==> src/rtl/md_unit_if.sv <==
// Issue/result bundle between the EX stage and the multiply/divide unit.
interface md_unit_if #(
  parameter int WIDTH = 32
);
  logic             start;
  logic [2:0]       func;
  logic             is_sign;
  logic [WIDTH-1:0] a;
  logic [WIDTH-1:0] b;
  logic             flush;
  logic             busy;
  logic             done;
  logic [WIDTH-1:0] hi;
  logic [WIDTH-1:0] lo;

  modport master (
    output start, func, is_sign, a, b, flush,
    input  busy, done, hi, lo
  );

  modport slave (
    input  start, func, is_sign, a, b, flush,
    output busy, done, hi, lo
  );
endinterface

==> src/rtl/md_unit.sv <==
// Multi-cycle MULT/DIV unit owning HI/LO: pipelined multiply, restoring divide,
// flushable at any busy cycle, all outputs registered.
module md_unit #(
  parameter int WIDTH      = 32,
  parameter int MUL_CYCLES = 3
) (
  input  logic      clk,
  input  logic      rst,
  md_unit_if.slave  md
);

  localparam logic [2:0] FUNC_MULT = 3'd1;
  localparam logic [2:0] FUNC_DIV  = 3'd2;
  localparam logic [2:0] FUNC_MTHI = 3'd3;
  localparam logic [2:0] FUNC_MTLO = 3'd4;

  // The shared counter must also reach MUL_CYCLES-1 when the multiply is deeper than WIDTH.
  localparam int DIV_CW = $clog2(WIDTH + 1);
  localparam int MUL_CW = $clog2(MUL_CYCLES + 1);
  localparam int CNT_W  = (DIV_CW > MUL_CW) ? DIV_CW : MUL_CW;

  localparam logic [CNT_W-1:0] MUL_LAST = CNT_W'(MUL_CYCLES - 1);
  localparam logic [CNT_W-1:0] DIV_LAST = CNT_W'(WIDTH - 1);

  typedef enum logic [1:0] {IDLE, MUL, DIV, FIX} state_e;

  state_e              state_q, state_d;
  logic [CNT_W-1:0]    count_q, count_d;
  logic [WIDTH-1:0]    hi_q, hi_d, lo_q, lo_d;
  logic                busy_q, busy_d, done_q, done_d;
  logic [2*WIDTH-1:0]  opA_q, opA_d, opB_q, opB_d;
  logic [WIDTH-1:0]    rem_q, rem_d, quo_q, quo_d, divisor_q, divisor_d;
  logic                negQuo_q, negQuo_d, negRem_q, negRem_d, divZero_q, divZero_d;

  logic [2*WIDTH-1:0]  extA, extB, product, mulResult;
  logic [WIDTH-1:0]    magA, magB;
  logic [WIDTH:0]      remShift, diff;

  assign extA = md.is_sign ? {{WIDTH{md.a[WIDTH-1]}}, md.a} : {{WIDTH{1'b0}}, md.a};
  assign extB = md.is_sign ? {{WIDTH{md.b[WIDTH-1]}}, md.b} : {{WIDTH{1'b0}}, md.b};
  assign magA = (md.is_sign && md.a[WIDTH-1]) ? (~md.a + 1'b1) : md.a;
  assign magB = (md.is_sign && md.b[WIDTH-1]) ? (~md.b + 1'b1) : md.b;

  assign product  = opA_q * opB_q;
  assign remShift = {rem_q, quo_q[WIDTH-1]};
  assign diff     = remShift - {1'b0, divisor_q};

  // HI/LO act as the final product stage, so only MUL_CYCLES-1 internal stages are needed.
  generate
    if (MUL_CYCLES == 1) begin : gNoPipe
      assign mulResult = product;
    end else begin : gPipe
      logic [2*WIDTH-1:0] mulPipe_q [MUL_CYCLES-1];
      always_ff @(posedge clk) begin
        mulPipe_q[0] <= product;
        for (int i = 1; i < MUL_CYCLES - 1; i++) begin
          mulPipe_q[i] <= mulPipe_q[i-1];
        end
      end
      assign mulResult = mulPipe_q[MUL_CYCLES-2];
    end
  endgenerate

  always_comb begin
    state_d   = state_q;
    count_d   = count_q;
    hi_d      = hi_q;
    lo_d      = lo_q;
    done_d    = 1'b0;
    opA_d     = opA_q;
    opB_d     = opB_q;
    rem_d     = rem_q;
    quo_d     = quo_q;
    divisor_d = divisor_q;
    negQuo_d  = negQuo_q;
    negRem_d  = negRem_q;
    divZero_d = divZero_q;

    case (state_q)
      IDLE: begin
        if (md.start && !md.flush) begin
          case (md.func)
            FUNC_MULT: begin
              opA_d   = extA;
              opB_d   = extB;
              count_d = '0;
              state_d = MUL;
            end
            FUNC_DIV: begin
              quo_d     = magA;
              rem_d     = '0;
              divisor_d = magB;
              negQuo_d  = md.is_sign & (md.a[WIDTH-1] ^ md.b[WIDTH-1]);
              negRem_d  = md.is_sign & md.a[WIDTH-1];
              divZero_d = (md.b == '0);
              count_d   = '0;
              state_d   = DIV;
            end
            FUNC_MTHI: hi_d = md.a;
            FUNC_MTLO: lo_d = md.a;
            default: ;
          endcase
        end
      end
      MUL: begin
        if (md.flush) begin
          state_d = IDLE;
          count_d = '0;
        end else if (count_q == MUL_LAST) begin
          hi_d    = mulResult[2*WIDTH-1:WIDTH];
          lo_d    = mulResult[WIDTH-1:0];
          done_d  = 1'b1;
          state_d = IDLE;
          count_d = '0;
        end else begin
          count_d = count_q + 1'b1;
        end
      end
      DIV: begin
        if (md.flush) begin
          state_d = IDLE;
          count_d = '0;
        end else begin
          // Restoring step: keep the subtraction only when it did not borrow.
          if (!diff[WIDTH]) begin
            rem_d = diff[WIDTH-1:0];
            quo_d = {quo_q[WIDTH-2:0], 1'b1};
          end else begin
            rem_d = remShift[WIDTH-1:0];
            quo_d = {quo_q[WIDTH-2:0], 1'b0};
          end
          if (count_q == DIV_LAST) begin
            state_d = FIX;
            count_d = '0;
          end else begin
            count_d = count_q + 1'b1;
          end
        end
      end
      FIX: begin
        state_d = IDLE;
        count_d = '0;
        if (!md.flush) begin
          lo_d   = divZero_q ? '1 : (negQuo_q ? (~quo_q + 1'b1) : quo_q);
          hi_d   = negRem_q ? (~rem_q + 1'b1) : rem_q;
          done_d = 1'b1;
        end
      end
      default: begin
        state_d = IDLE;
        count_d = '0;
      end
    endcase
  end

  assign busy_d = (state_d != IDLE);

  always_ff @(posedge clk) begin
    if (rst) begin
      state_q   <= IDLE;
      count_q   <= '0;
      hi_q      <= '0;
      lo_q      <= '0;
      busy_q    <= 1'b0;
      done_q    <= 1'b0;
      opA_q     <= '0;
      opB_q     <= '0;
      rem_q     <= '0;
      quo_q     <= '0;
      divisor_q <= '0;
      negQuo_q  <= 1'b0;
      negRem_q  <= 1'b0;
      divZero_q <= 1'b0;
    end else begin
      state_q   <= state_d;
      count_q   <= count_d;
      hi_q      <= hi_d;
      lo_q      <= lo_d;
      busy_q    <= busy_d;
      done_q    <= done_d;
      opA_q     <= opA_d;
      opB_q     <= opB_d;
      rem_q     <= rem_d;
      quo_q     <= quo_d;
      divisor_q <= divisor_d;
      negQuo_q  <= negQuo_d;
      negRem_q  <= negRem_d;
      divZero_q <= divZero_d;
    end
  end

  assign md.busy = busy_q;
  assign md.done = done_q;
  assign md.hi   = hi_q;
  assign md.lo   = lo_q;

endmodule

==> src/flat_wrapper.sv <==
// flat-port wrapper written by rule: the top's interface ports become plain ports
module md_unit_flat 
#(
  parameter int WIDTH      = 32,
  parameter int MUL_CYCLES = 3
)
  (clk, rst, md_start, md_func, md_is_sign, md_a, md_b, md_flush, md_busy, md_done, md_hi, md_lo);
  md_unit_if #(.WIDTH(WIDTH)) md_i ();
  input  logic clk;
  input  logic rst;
  input wire logic [$bits(md_i.start)-1:0] md_start;
  input wire logic [$bits(md_i.func)-1:0] md_func;
  input wire logic [$bits(md_i.is_sign)-1:0] md_is_sign;
  input wire logic [$bits(md_i.a)-1:0] md_a;
  input wire logic [$bits(md_i.b)-1:0] md_b;
  input wire logic [$bits(md_i.flush)-1:0] md_flush;
  output wire logic [$bits(md_i.busy)-1:0] md_busy;
  output wire logic [$bits(md_i.done)-1:0] md_done;
  output wire logic [$bits(md_i.hi)-1:0] md_hi;
  output wire logic [$bits(md_i.lo)-1:0] md_lo;
  assign md_i.start = md_start;
  assign md_i.func = md_func;
  assign md_i.is_sign = md_is_sign;
  assign md_i.a = md_a;
  assign md_i.b = md_b;
  assign md_i.flush = md_flush;
  assign md_busy = md_i.busy;
  assign md_done = md_i.done;
  assign md_hi = md_i.hi;
  assign md_lo = md_i.lo;
  md_unit #(.WIDTH(WIDTH), .MUL_CYCLES(MUL_CYCLES)) u_core (.clk(clk), .rst(rst), .md(md_i));
endmodule
==> config.mk <==
export PLATFORM = sky130hd
export DESIGN_NAME = md_unit_flat
export DESIGN_NICKNAME = d
export VERILOG_FILES = /design/src/rtl/md_unit_if.sv /design/src/rtl/md_unit.sv /design/src/flat_wrapper.sv
export SDC_FILE = /design/constraint.sdc
export NUM_CORES = 2
export LEC_CHECK = 0
export CAP_MARGIN = 25
export CORE_MARGIN = 2
export CORE_UTILIZATION = 40
export CTS_CLUSTER_DIAMETER = 40
export CTS_CLUSTER_SIZE = 12
export DETAILED_ROUTE_END_ITERATION = 7
export PLACE_DENSITY = 0.56
export SYNTH_ARGS = -nofsm -noshare
export SYNTH_HDL_FRONTEND = slang
export SYNTH_SLANG_ARGS = --single-unit
==> constraint.sdc <==
create_clock -name clk -period 11.85 [get_ports clk]
set_input_delay 2.37 -clock clk [delete_from_list [all_inputs] [get_ports clk]]
set_output_delay 2.37 -clock clk [all_outputs]
set_load 0.02 [all_outputs]
=== Word-level counts from Yosys, hierarchy flattened ===
Memory sizes are Yosys's and may differ from the RTL's.
Cells that the tools add are included.

* Flip-flop bits (word level): 301
* Bits in writable memories: 128
* Input bits: 72
* Output and inout bits: 66
* Logic and storage cells: 110
* Memories: 1

* Add/subtract/negate cells: 6
* Multipliers: 1
* Equal/unequal tests: 18
* Multiplexer cells: 47
* Bitwise logic cells: 7
* Reductions and logical operators: 16

{| class="wikitable"
|+ Memories
! name !! words !! width !! read ports !! clocked after Yosys merged registers in !! write ports !! line !! text
|-
| u_core.gPipe.mulPipe_q || 2 || 64 || 2 || 0 || 2 || md_unit.sv:53 || <nowiki>logic [2*WIDTH-1:0] mulPipe_q [MUL_CYCLES-1];</nowiki>
|}

{| class="wikitable"
|+ Operator list
! operator !! number
|-
| $mux 32 || 22
|-
| $pmux 32 s3 || 2
|-
| $add 32x1->32 const B || 4
|-
| $mux 64 || 2
|-
| $not 32->32 || 4
|-
| $pmux 32 s2 || 2
|-
| $mul 64x64->64 || 1
|-
| $mux 6 || 6
|-
| $sub 33x32->33 || 1
|-
| $logic_not 32->1 || 1
|-
| $pmux 6 s4 || 1
|-
| $ne 2x2->1 const B || 7
|-
| $reduce_and 6->1 || 2
|-
| $mux 2 || 5
|-
| $pmux 2 s4 || 1
|-
| $add 6x1->6 const B || 1
|-
| $eq 3x2->1 const B || 2
|-
| $eq 6x2->1 const B || 1
|-
| $eq 6x5->1 const B || 1
|-
| $reduce_and 3->1 || 2
|-
| $eq 2x2->1 const B || 2
|-
| $mux 1 || 4
|-
| $ne 2x1->1 const B || 2
|-
| $pmux 2 s2 || 1
|-
| 14 further kinds || 18
|}

=== Logic depth before layout (Yosys ltp) ===
* Depth after elaboration: 6
* Mapped depth: 35
* Gate-level depth less buffers: 33

=== Least setup slack after synthesis ===
No wires, ideal clock.

* Path type: register to register
* Start point: register u_core.opB_q[1]
* End point: memory u_core.gPipe.mulPipe_q[0][62] in the netlist's numbering
* Setup time: 0.072 ns
* Data arrival time: 8.486 ns
* Data required time: 11.778 ns
* Slack: 3.292 ns
* Stages on the path, launching flop included: 30
* Buffers on the path: 3
* Clock period less this slack: 8.558 ns
* Cells stage by stage: dfxtp_1 > clkbuf_1 > clkbuf_1 > nand2_1 > inv_1 > fa_1 > fa_1 > fa_1 > inv_1 > fa_1 > inv_1 > fa_1 > fa_1 > fa_1 > fa_1 > fa_1 > inv_1 > fa_1 > inv_1 > ha_1 > clkbuf_1 > a21oi_1 > nand2b_1 > nand2b_1 > a21o_1 > a21oi_1 > o21bai_1 > a21o_1 > a221oi_1 > xnor2_1

{| class="wikitable"
|+ RTL lines
! what !! line !! text
|-
| start: declaration || md_unit.sv:31 || <nowiki>logic [2*WIDTH-1:0] opA_q, opA_d, opB_q, opB_d;</nowiki>
|-
| start signal: assignment || md_unit.sv:182 || <nowiki>opB_q <= opB_d;</nowiki>
|-
| end: declaration || md_unit.sv:53 ||
|}

==> impl_metrics.toml <==
[clocking]
post_cts_buffers = 0
cts-hold-fix-buffers = 0
post_cts_resized = 0
numCtsBuffers = 58
clockBufferDepth = 3
cts_tree = "built"
clkLatencyLatePin_ps = 640
clkSinkCount = 367
clk_pin_slew_ps = 60
cts-root-buf = "clkbuf_16"
cts.htree.levels = 2

[timing]
rsz0062_at_grt = "no"
hold_viol = 0
maxSlewHeadroom_pct = 26.85
min_period_ps = 9802
worst_pin_slew_ps = 1096
setup-tns-final_ps = 0
report.final.slew_viol_count = 0
finalSetupViolations = 0
fin_skew_ps = 19.67
fin_ws_ps = 2048
fmax_mhz = 102.0
min_period_over_period_pct = 82.72

[grt]
grtUsageTotal_pct = 25.26
grt_max_degree = 77
grt_pass1_wl_um = 313400
antenna_found_initial = 7
grt_pass1_vias = 49970
grt-ovfl-total = 0

[logic_synthesis]
syn_area_per_cell_um2 = 9.141
async_flop_share_pct = 0
syn_nets = 8899
synth_top_area_share_pct = 44.64
synth_edf_count = 0
synthTopCellsByArea = "fa_1 45%, dfxtp_1 11%, inv_1 9.3%"
synth_cell_types = 83
synth_warnings = 0
synthFlopType = "dfxtp_1"
synth_area_um2 = 64440
ys_ff_latch = 367
synth_cells = 7050
synth_top_cell_by_area = "fa_1"
yosysSeqAreaShare_pct = 11.40

[critical_path]
crit_fanout = 23
path_common_cell = "fa_1"
r2r_start = "u_core.opA_q[19]"
cp_data_arrival_time_ps = 10310
critPathLaunchType = "register"
cp-startpoint = "u_core.opA_q[19]"
critical_path_class = "reg -> reg"
crit_required_ps = 12360
crit_family = "adder cells"
slowest_delay_ps = 870
critPathSlowestCell = "dfxtp_1"
path_buf_inv = 9
cp-end-kind = "register"

[detailed_routing]
first_iter_violations = 3516
via_count = 46870
drc_errors = 0
drtAntennaViolNets = 0
detail_route.vias_per_cell = 5.099
routed_wl_um = 202900
wl_per_cell_um = 22.07
drtPass1Iterations = 5

[placed_design]
dpl.hpwl_um = 162000
io_buffers = 137
gp_congestion = 0.9432
place_ws_ps = 2206

[outcome]
status = "completed"

[floorplanning]
die_x_um = 405.4
die-area_um2 = 164300
io_pins = 138
start_util_pct = 40.23
fp.dieH_um = 405.4
core_region_area_um2 = 160200
rows = 147

[power_and_ir_drop]
ir_worst_vdd_uv = 117.5
power.density_nw_per_um2 = 48.89
total_power_w = 0.003421
p_leak_nw = 34.35

[layout]
fin_nets = 8829
area_delta_synth_final_pct = 8.590
drive_above_1_share_pct = 3.699

[run]
cap_violations = 0

[min_path]
holdCritStartpoint = "u_core.gPipe.mulPipe_q[0][38]"
hold_path.class = "reg -> reg"
synthesized netlist by cell type (4+ instances only):
| library cell | instances |
|---|---|
| a211o_1 | 5 |
| a211oi_1 | 39 |
| a21o_1 | 57 |
| a21oi_1 | 240 |
| a22o_1 | 5 |
| a22oi_1 | 61 |
| a311oi_1 | 62 |
| a31oi_1 | 18 |
| a32oi_1 | 4 |
| and2_1 | 591 |
| and3_1 | 18 |
| buf_1 | 7 |
| buf_2 | 5 |
| clkbuf_1 | 349 |
| dfxtp_1 | 367 |
| fa_1 | 1437 |
| ha_1 | 340 |
| inv_1 | 1604 |
| mux2i_1 | 26 |
| nand2_1 | 896 |
| nand2b_1 | 25 |
| nand3_1 | 41 |
| nand3b_1 | 6 |
| nand4_1 | 9 |
| nor2_1 | 181 |
| nor2b_1 | 17 |
| nor3_1 | 32 |
| nor4_1 | 15 |
| nor4_4 | 4 |
| o2111ai_1 | 4 |
| o211ai_1 | 7 |
| o21a_1 | 12 |
| o21ai_0 | 164 |
| o21ai_1 | 13 |
| o21bai_1 | 12 |
| o31ai_1 | 22 |
| o41ai_1 | 14 |
| or2_2 | 5 |
| or3_1 | 10 |
| or4_1 | 11 |
| xnor2_1 | 181 |
| xor2_1 | 68 |
cell families (layout without fill, tap and decap cells):
| family | after synthesis | count (layout) | synth area share (%) |
|---|---|---|---|
| adders and majority gates | 1777 | 1777 | 51.24 |
| and+or+nand+nor | 1888 | 1888 | 14.28 |
| DFF | 367 | 367 | 11.40 |
| buffers and inverters | 1969 | 1947 | 11.50 |
| muxes | 26 | 26 | 0.4039 |
| xor gates and xnor gates | 249 | 249 | 3.384 |
| AOI/OAI and AO/OA | 774 | 774 | 7.784 |
| other | 0 | 3 | 0 |
placed cells by master (no fill, tap or decap), drive strengths merged, types with 28 or more instances in the layout:
cell and instances:
a211oi 40, a21o 57, a21oi 242, a22oi 61
a311oi 65, and2 591, buf 99, clkbuf 69
clkdlybuf4s50 136, dfxtp 367, fa 1437, ha 340
inv 1621, nand2 896, nand2b 28, nand3 41
nor2 182, nor3 32, o21ai 177, xnor2 181
xor2 68
where the power goes:
group | total [W] | leakage, nW | internal (W) | switching, W
logic | 0.000397 | 30.4 | 0.000146 | 0.000251
registers | 0.00127 | 2.97 | 0.00125 | 0.0000174
clock network | 0.00175 | 0.968 | 0.00105 | 0.000706
total | 0.00342 | 34.3 | 0.00245 | 0.000974
registers in the layout, summed over array words and instances, names as in the netlist:
signal	flops
u_core.negQuo_q	1
u_core.quo_q	32
u_core.divisor_q	32
u_core.md.done	1
u_core.opB_q	33
u_core.divZero_q	1
u_core.md.hi	32
u_core.negRem_q	1
u_core.md.busy	1
u_core.state_q	2
u_core.gPipe.mulPipe_q	128
u_core.count_q	6
u_core.opA_q	33
u_core.rem_q	32
u_core.md.lo	32
stage by stage:
step | instances | hold WS [ps] | utilization (%) | cell area, µm²
final | 9191 | 307.1 | 43.68 | 69980
after global routing | 9190 | 318.2 | 43.68 | 69970
after CTS | 9188 | 307.7 | 43.68 | 69970
after detailed placement | 9080 | 312.1 | 42.42 | 67950
after global placement | 9079 | 309.5 | 42.40 | 67920
after floorplan | 7050 | 309.6 | - | 64440
worst paths after layout:
check / to / slack, ps / cells past startpoint
worst max-delay path: u_core.gPipe.mulPipe_q[0][60] / 2050 / 30
worst min-delay path: u_core.gPipe.mulPipe_q[0][102] / 310 / 0
worst max register to register: u_core.gPipe.mulPipe_q[0][60] / 2050 / 30
worst min register to register: u_core.gPipe.mulPipe_q[0][102] / 310 / 0
metal layers:
metal | GRT usage [%] | share of wire, % | vias up
met1 | 35.95 | 45 | 24080
met5 | 0 | 0 | -
li1 | - | - | 20950
met2 | 40.23 | 45 | 1592
met3 | 4.037 | 7.6 | 244
met4 | 6.153 | 2.5 | 0
final cells by class:
class / count / area [µm²]
Tap cell: 2160 / 2703
Antenna cell: 3 / 7.507
Clock inverter: 39 / 434.2
Clock buffer: 69 / 1584
Timing Repair Buffer: 235 / 2141
Multi-Input combinational cell: 4714 / 49730
Fill cell: 15680 / 90220
Inverter: 1604 / 6021
Sequential cell: 367 / 7357
Power figures use the tool's default switching activity.
